### config.mk
export PLATFORM = sky130hd
export DESIGN_NAME = clint
export DESIGN_NICKNAME = d
export VERILOG_FILES = /design/src/rtl/clint_pkg.sv /design/src/rtl/clint.sv
export SDC_FILE = /design/constraint.sdc
export NUM_CORES = 1
export LEC_CHECK = 0
export CAP_MARGIN = 20
export CORE_AREA = 5 5 156 158
export CTS_BUF_LIST = sky130_fd_sc_hd__clkbuf_8
export DETAILED_ROUTE_END_ITERATION = 8
export DIE_AREA = 0 0 161 163
export SLEW_MARGIN = 5
export SYNTH_ARGS = -nofsm -noshare
export SYNTH_HDL_FRONTEND = slang
export SYNTH_SLANG_ARGS = --single-unit
### constraint.sdc
create_clock -name clk -period 2.45 [get_ports clk]
set_input_delay 0.6125 -clock clk [delete_from_list [all_inputs] [get_ports clk]]
set_output_delay 0.6125 -clock clk [all_outputs]
set_load 0.005 [all_outputs]
### src/rtl/clint_pkg.sv
// Shared constants and mstatus update helpers for the machine-mode trap sequencer.
package clint_pkg;

    localparam logic [11:0] ADDR_MSTATUS = 12'h300;
    localparam logic [11:0] ADDR_MEPC    = 12'h341;
    localparam logic [11:0] ADDR_MCAUSE  = 12'h342;

    localparam logic [63:0] CAUSE_MTIMER_INT = 64'h8000_0000_0000_0007;
    localparam logic [63:0] CAUSE_ECALL_M    = 64'd11;

    typedef enum logic [1:0] {
        KIND_NONE  = 2'd0,
        KIND_INT   = 2'd1,
        KIND_ECALL = 2'd2,
        KIND_MRET  = 2'd3
    } kind_e;

    function automatic logic [63:0] mstatus_trap(input logic [63:0] s);
        logic [63:0] r;
        r        = s;
        r[7]     = s[3];
        r[3]     = 1'b0;
        r[12:11] = 2'b11;
        return r;
    endfunction

    function automatic logic [63:0] mstatus_mret(input logic [63:0] s);
        logic [63:0] r;
        r        = s;
        r[3]     = s[7];
        r[7]     = 1'b1;
        r[12:11] = 2'b11;
        return r;
    endfunction

endpackage

### src/rtl/clint.sv
// Machine-mode trap sequencer: flush, write mepc/mcause/mstatus, then redirect fetch.
// Define CLINT_VECTORED_EN to enable vectored mtvec targets for interrupts.
module clint
    import clint_pkg::*;
(
    input  logic        clk,
    input  logic        rst_n,
    input  logic        i_ex_valid,
    input  logic [63:0] i_ex_pc,
    input  logic        i_ex_ecall,
    input  logic        i_ex_mret,
    input  logic [63:0] i_csr_mtvec,
    input  logic [63:0] i_csr_mepc,
    input  logic [63:0] i_csr_mstatus,
    input  logic        i_global_int_en,
    input  logic        i_mtime_int_en,
    input  logic        i_mtime_int_pend,
    output logic        o_csr_wen,
    output logic [11:0] o_csr_waddr,
    output logic [63:0] o_csr_wdata,
    output logic        o_flush,
    output logic        o_stall,
    output logic        o_redirect_valid,
    output logic [63:0] o_redirect_pc
);

    localparam logic [2:0] S_IDLE       = 3'd0;
    localparam logic [2:0] S_WR_MEPC    = 3'd1;
    localparam logic [2:0] S_WR_MCAUSE  = 3'd2;
    localparam logic [2:0] S_WR_MSTATUS = 3'd3;
    localparam logic [2:0] S_JUMP       = 3'd4;

    logic [2:0]  state_q, state_d;
    logic [63:0] epc_q, epc_d;
    logic [63:0] cause_q, cause_d;
    kind_e       kind_q, kind_d;

    logic        idle;
    logic        int_take;
    logic        ecall_take;
    logic        mret_take;
    logic [63:0] trap_base;
    logic [63:0] trap_tgt;

    always_comb begin
        idle       = (state_q == S_IDLE);
        int_take   = i_ex_valid & i_global_int_en
                   & i_mtime_int_en & i_mtime_int_pend;
        ecall_take = i_ex_valid & i_ex_ecall;
        mret_take  = i_ex_valid & i_ex_mret;

        state_d = state_q;
        epc_d   = epc_q;
        cause_d = cause_q;
        kind_d  = kind_q;

        case (state_q)
            S_IDLE: begin
                if (int_take) begin
                    state_d = S_WR_MEPC;
                    epc_d   = i_ex_pc;
                    cause_d = CAUSE_MTIMER_INT;
                    kind_d  = KIND_INT;
                end else if (ecall_take) begin
                    state_d = S_WR_MEPC;
                    epc_d   = i_ex_pc;
                    cause_d = CAUSE_ECALL_M;
                    kind_d  = KIND_ECALL;
                end else if (mret_take) begin
                    state_d = S_WR_MSTATUS;
                    kind_d  = KIND_MRET;
                end
            end
            S_WR_MEPC:    state_d = S_WR_MCAUSE;
            S_WR_MCAUSE:  state_d = S_WR_MSTATUS;
            S_WR_MSTATUS: state_d = S_JUMP;
            S_JUMP:       state_d = S_IDLE;
            default:      state_d = S_IDLE;
        endcase
    end

    always_ff @(posedge clk or negedge rst_n) begin
        if (!rst_n) begin
            state_q <= S_IDLE;
            epc_q   <= '0;
            cause_q <= '0;
            kind_q  <= KIND_NONE;
        end else begin
            state_q <= state_d;
            epc_q   <= epc_d;
            cause_q <= cause_d;
            kind_q  <= kind_d;
        end
    end

    assign trap_base = {i_csr_mtvec[63:2], 2'b00};

`ifdef CLINT_VECTORED_EN
    // Vectored mode offsets interrupts by 4*cause; exceptions use the base.
    always_comb begin
        trap_tgt = trap_base;
        if (i_csr_mtvec[1:0] == 2'b01 && kind_q == KIND_INT)
            trap_tgt = trap_base + {cause_q[61:0], 2'b00};
    end
`else
    logic unused_mtvec_mode;
    assign unused_mtvec_mode = ^i_csr_mtvec[1:0];
    assign trap_tgt = trap_base;
`endif

    always_comb begin
        // Gated by rst_n so a held reset forces every output low.
        o_flush = rst_n & idle & (int_take | ecall_take | mret_take);
        o_stall = ~idle;

        o_csr_wen        = 1'b0;
        o_csr_waddr      = '0;
        o_csr_wdata      = '0;
        o_redirect_valid = 1'b0;
        o_redirect_pc    = '0;

        case (state_q)
            S_WR_MEPC: begin
                o_csr_wen   = 1'b1;
                o_csr_waddr = ADDR_MEPC;
                o_csr_wdata = epc_q;
            end
            S_WR_MCAUSE: begin
                o_csr_wen   = 1'b1;
                o_csr_waddr = ADDR_MCAUSE;
                o_csr_wdata = cause_q;
            end
            S_WR_MSTATUS: begin
                o_csr_wen   = 1'b1;
                o_csr_waddr = ADDR_MSTATUS;
                o_csr_wdata = (kind_q == KIND_MRET)
                            ? mstatus_mret(i_csr_mstatus)
                            : mstatus_trap(i_csr_mstatus);
            end
            S_JUMP: begin
                o_redirect_valid = 1'b1;
                o_redirect_pc    = (kind_q == KIND_MRET)
                                 ? i_csr_mepc : trap_tgt;
            end
            default: ;
        endcase
    end

endmodule
==> run metrics <==
Cells after DPL=roughly 1,200; final max-slew violation count=0; Top Ports=408; detailed-route vias per instance=4.463; dpl cell area=around 9000 sq um; Startpoint Class=register; worst slew pin tran=551.3 ps; violated checks=setup timing; initial core utilization=0.1946; worst vdd ir=roughly 0.49 mV; Net Sw Frac=0.3702; TritonCTS clock tree=done; share of cells above drive strength 1=0.2508; Comb power frac=0.628; Syn-to-layout area delta=114.6%; Buffers on Ports=396; final non-filler cell total=1,224; Site Rows=56; antenna violations before repair=2; Synth Instances=495; FF-to-FF setup slack=approximately 200 ps; Clk network pwr share=0.134; clk slew on worst S/H paths=80 ps; Crit path arrival time=1910 ps; CP max FO=4; post-synthesis cell type count=37; vias in the first global route=5,801; skew final=8.662 ps; Final period util=1.031; CTS root buffer=clkbuf_8; DRT antenna net count=0; Sw Pwr=3357 uW; Critical Path RT=1840 ps; area of the core=22,980 sq um; Remaining DRCs=0; TritonCTS Sinks=72; Power Density=945.1 nW/um^2; post-DP HPWL=18,230 um; sequential share of power=0.238; die width=approximately 160 um; Max-slew headroom=0.6325; final hold violation count=0; Routed WL=24,660 um; #FFs+latches synth=~70; CP Class=reg -> out; synth warn=0; setup violators final=12; unrepaired setup endpoints after global routing=yes; aggregate global-route resource usage=0.1755; total power=9070 uW; sequential area share after synthesis=0.4029; crit path time final=roughly 2500 ps; leak pwr=0.004426 uW; Total Die Area=26,240 sq um; pin count of the biggest net entering global routing=42; total CTS buffers=9; DRT iter0 DRCs=250; Pint=5712 uW; Pre-antenna DRT Iters=4; outcome=finished, violations left; crit end category=output pin; Max Fclk=a little under 0.4 GHz; fillers=2,254; GPL Wtd Cong=0.8255; CTS Hold Buffers Added=0; clk_lat worst skew=about 350 ps; HP Class=in -> async; Maximum Capacitance Violations=0; deepest clock path buffer count=2; die height=163 um; H-tree depth=3; final setup margin=-76.23 ps; synthesized area=4472 sq um; first-pass GRT wire length=35,360 um; GR Overflow Total=0; total number of vias=~5,500; syn avg cell area=~9 sq um; nets=1,192; final instance area=between 9000 and 10,000 sq um; post-detailed-route wirelength per cell=20.14 um; pre-CTS setup slack=-243.4 ps
## cell usage after synthesis
library cell    n  area (sq um)
o21ai_0         1         5.000
buf_6           6         67.56
o2bb2ai_1       1         8.760
nor2_2          1         6.260
and3_1          3         18.77
buf_1           6         22.52
xnor2_1         1         8.760
a311oi_1        2         17.52
nand2_1       129         484.2
and3b_1         1         8.760
or3_1           1         6.260
nand3_1         2         10.01
a31oi_1         2         12.51
buf_4          10         75.07
nor3b_1         2         15.01
nor4b_2         1         15.01
a211oi_1        1         7.510
or4b_4          1         13.76
nor3_1          1         5.000
nor2b_1         1         6.260
mux2_2          4         45.04
clkbuf_1       26         97.59
inv_1           2         7.510
a22o_1         56         490.5
and2_1          1         6.260
or2_1           1         6.260
dfrtp_1        72          1802
buf_2           6         30.03
a311o_1         1         10.01
conb_1          1         3.750
a22oi_1         4         30.03
nor2_1         14         52.55
o21ai_1         1         5.000
a21o_1          1         7.510
mux2_1         64         720.7
a21oi_1        66         330.3
nand2b_1        2         12.51
## kinds of logic after synthesis
logic type,count (synthesis),synth area share
xor+xnor,1,0.001959
flops,72,0.4029
simple gates,161,0.1491
compound gates,136,0.2068
buf+inv,56,0.06715
mux,68,0.1712
other cells,1,0.0008386
## critical path, stage by stage, from the launching register on
cell	delay, ps
dfrtp_2	460
buf_4	170
buf_4	140
nor2b_1	130
buf_4	160
a22oi_1	180
nor2_1	50
dlygate4sd2_1	270
## registers in the layout, summed over array words and instances, names as in the netlist
signal   cells
epc_q       64
kind_q       2
cause_q      3
state_q      3
## metal layers
layer / track usage / part of all wire / up-vias
met5: 0 / 0.0013 / -
met2: 0.3127 / 0.50 / 266
met1: 0.2040 / 0.39 / 2579
li1: - / - / 2593
met4: 0.03839 / 0.013 / 4
met3: 0.06125 / 0.095 / 21
## metrics by stage
stage	utilization	setup TNS [ps]	hold slack, ps
after floorplan	-	0	316.9
after global placement	0.3905	-11020	468.4
after detailed placement	0.3905	-11930	476.7
after CTS	0.4153	-3636	351.7
after global routing	0.4175	-3391	363.7
final	0.4176	-334.7	338.3
## area by class of cell
class | count | area (sq um) | area share
Timing Repair Buffer | 470 | 4569 | 0.4761
Multi-Input combinational cell | 373 | 2595 | 0.2704
Sequential cell | 72 | 1805 | 0.1881
Tap cell | 290 | 362.8 | 0.03781
Clock buffer | 11 | 151.4 | 0.01578
Clock inverter | 5 | 102.6 | 0.01069
Inverter | 2 | 7.507 | 0.0007823
Antenna cell | 1 | 2.502 | 0.0002608
## cells in the final DEF (no fill, tap or decap), drive strengths merged, types with 2 or more instances in the layout
| master | n |
|---|---|
| dfrtp | 72 |
| nand2 | 129 |
| clkdlybuf4s15 | 17 |
| o21ai | 2 |
| nand3 | 2 |
| a21oi | 66 |
| clkdlybuf4s50 | 260 |
| nor2 | 15 |
| inv | 2 |
| a22o | 56 |
| dlygate4sd2 | 26 |
| bufinv | 3 |
| buf | 118 |
| a31oi | 2 |
| and3 | 3 |
| clkbuf | 51 |
| a311oi | 2 |
| mux2 | 68 |
| nand2b | 2 |
| conb | 7 |
| nor3b | 2 |
| dlymetal6s2s | 8 |
| a22oi | 4 |
## power groups by stage
stage	Combinational (uW)	Clock, uW	Sequential [uW]
floorplan	2320	0	2000
global placement	5150	0	2150
detailed placement	5190	0	2160
CTS	5530	1260	2170
global route	6170	1300	2240
finish	5700	1210	2160
## final timing paths
check	startpoint	endpoint	cells after the start
setup / recovery	state_q[0]	o_csr_wdata[2]	7
hold / removal	rst_n	epc_q[2]	2
setup reg to reg	state_q[2]	epc_q[16]	6
hold reg to reg	epc_q[11]	epc_q[11]	1
max in group asynchronous	rst_n	epc_q[16]	3
min in group clk	epc_q[11]	epc_q[11]	1
## timing repair
| action | CTS | global route |
|---|---|---|
| resized for setup | 296 | 154 |
| cloned | 6 | 4 |
| setup buffers | 16 | 15 |
| endpoints found under the setup margin | 134 | 104 |
| pin swaps | 11 | 20 |
(Power assumes the default switching activity.)
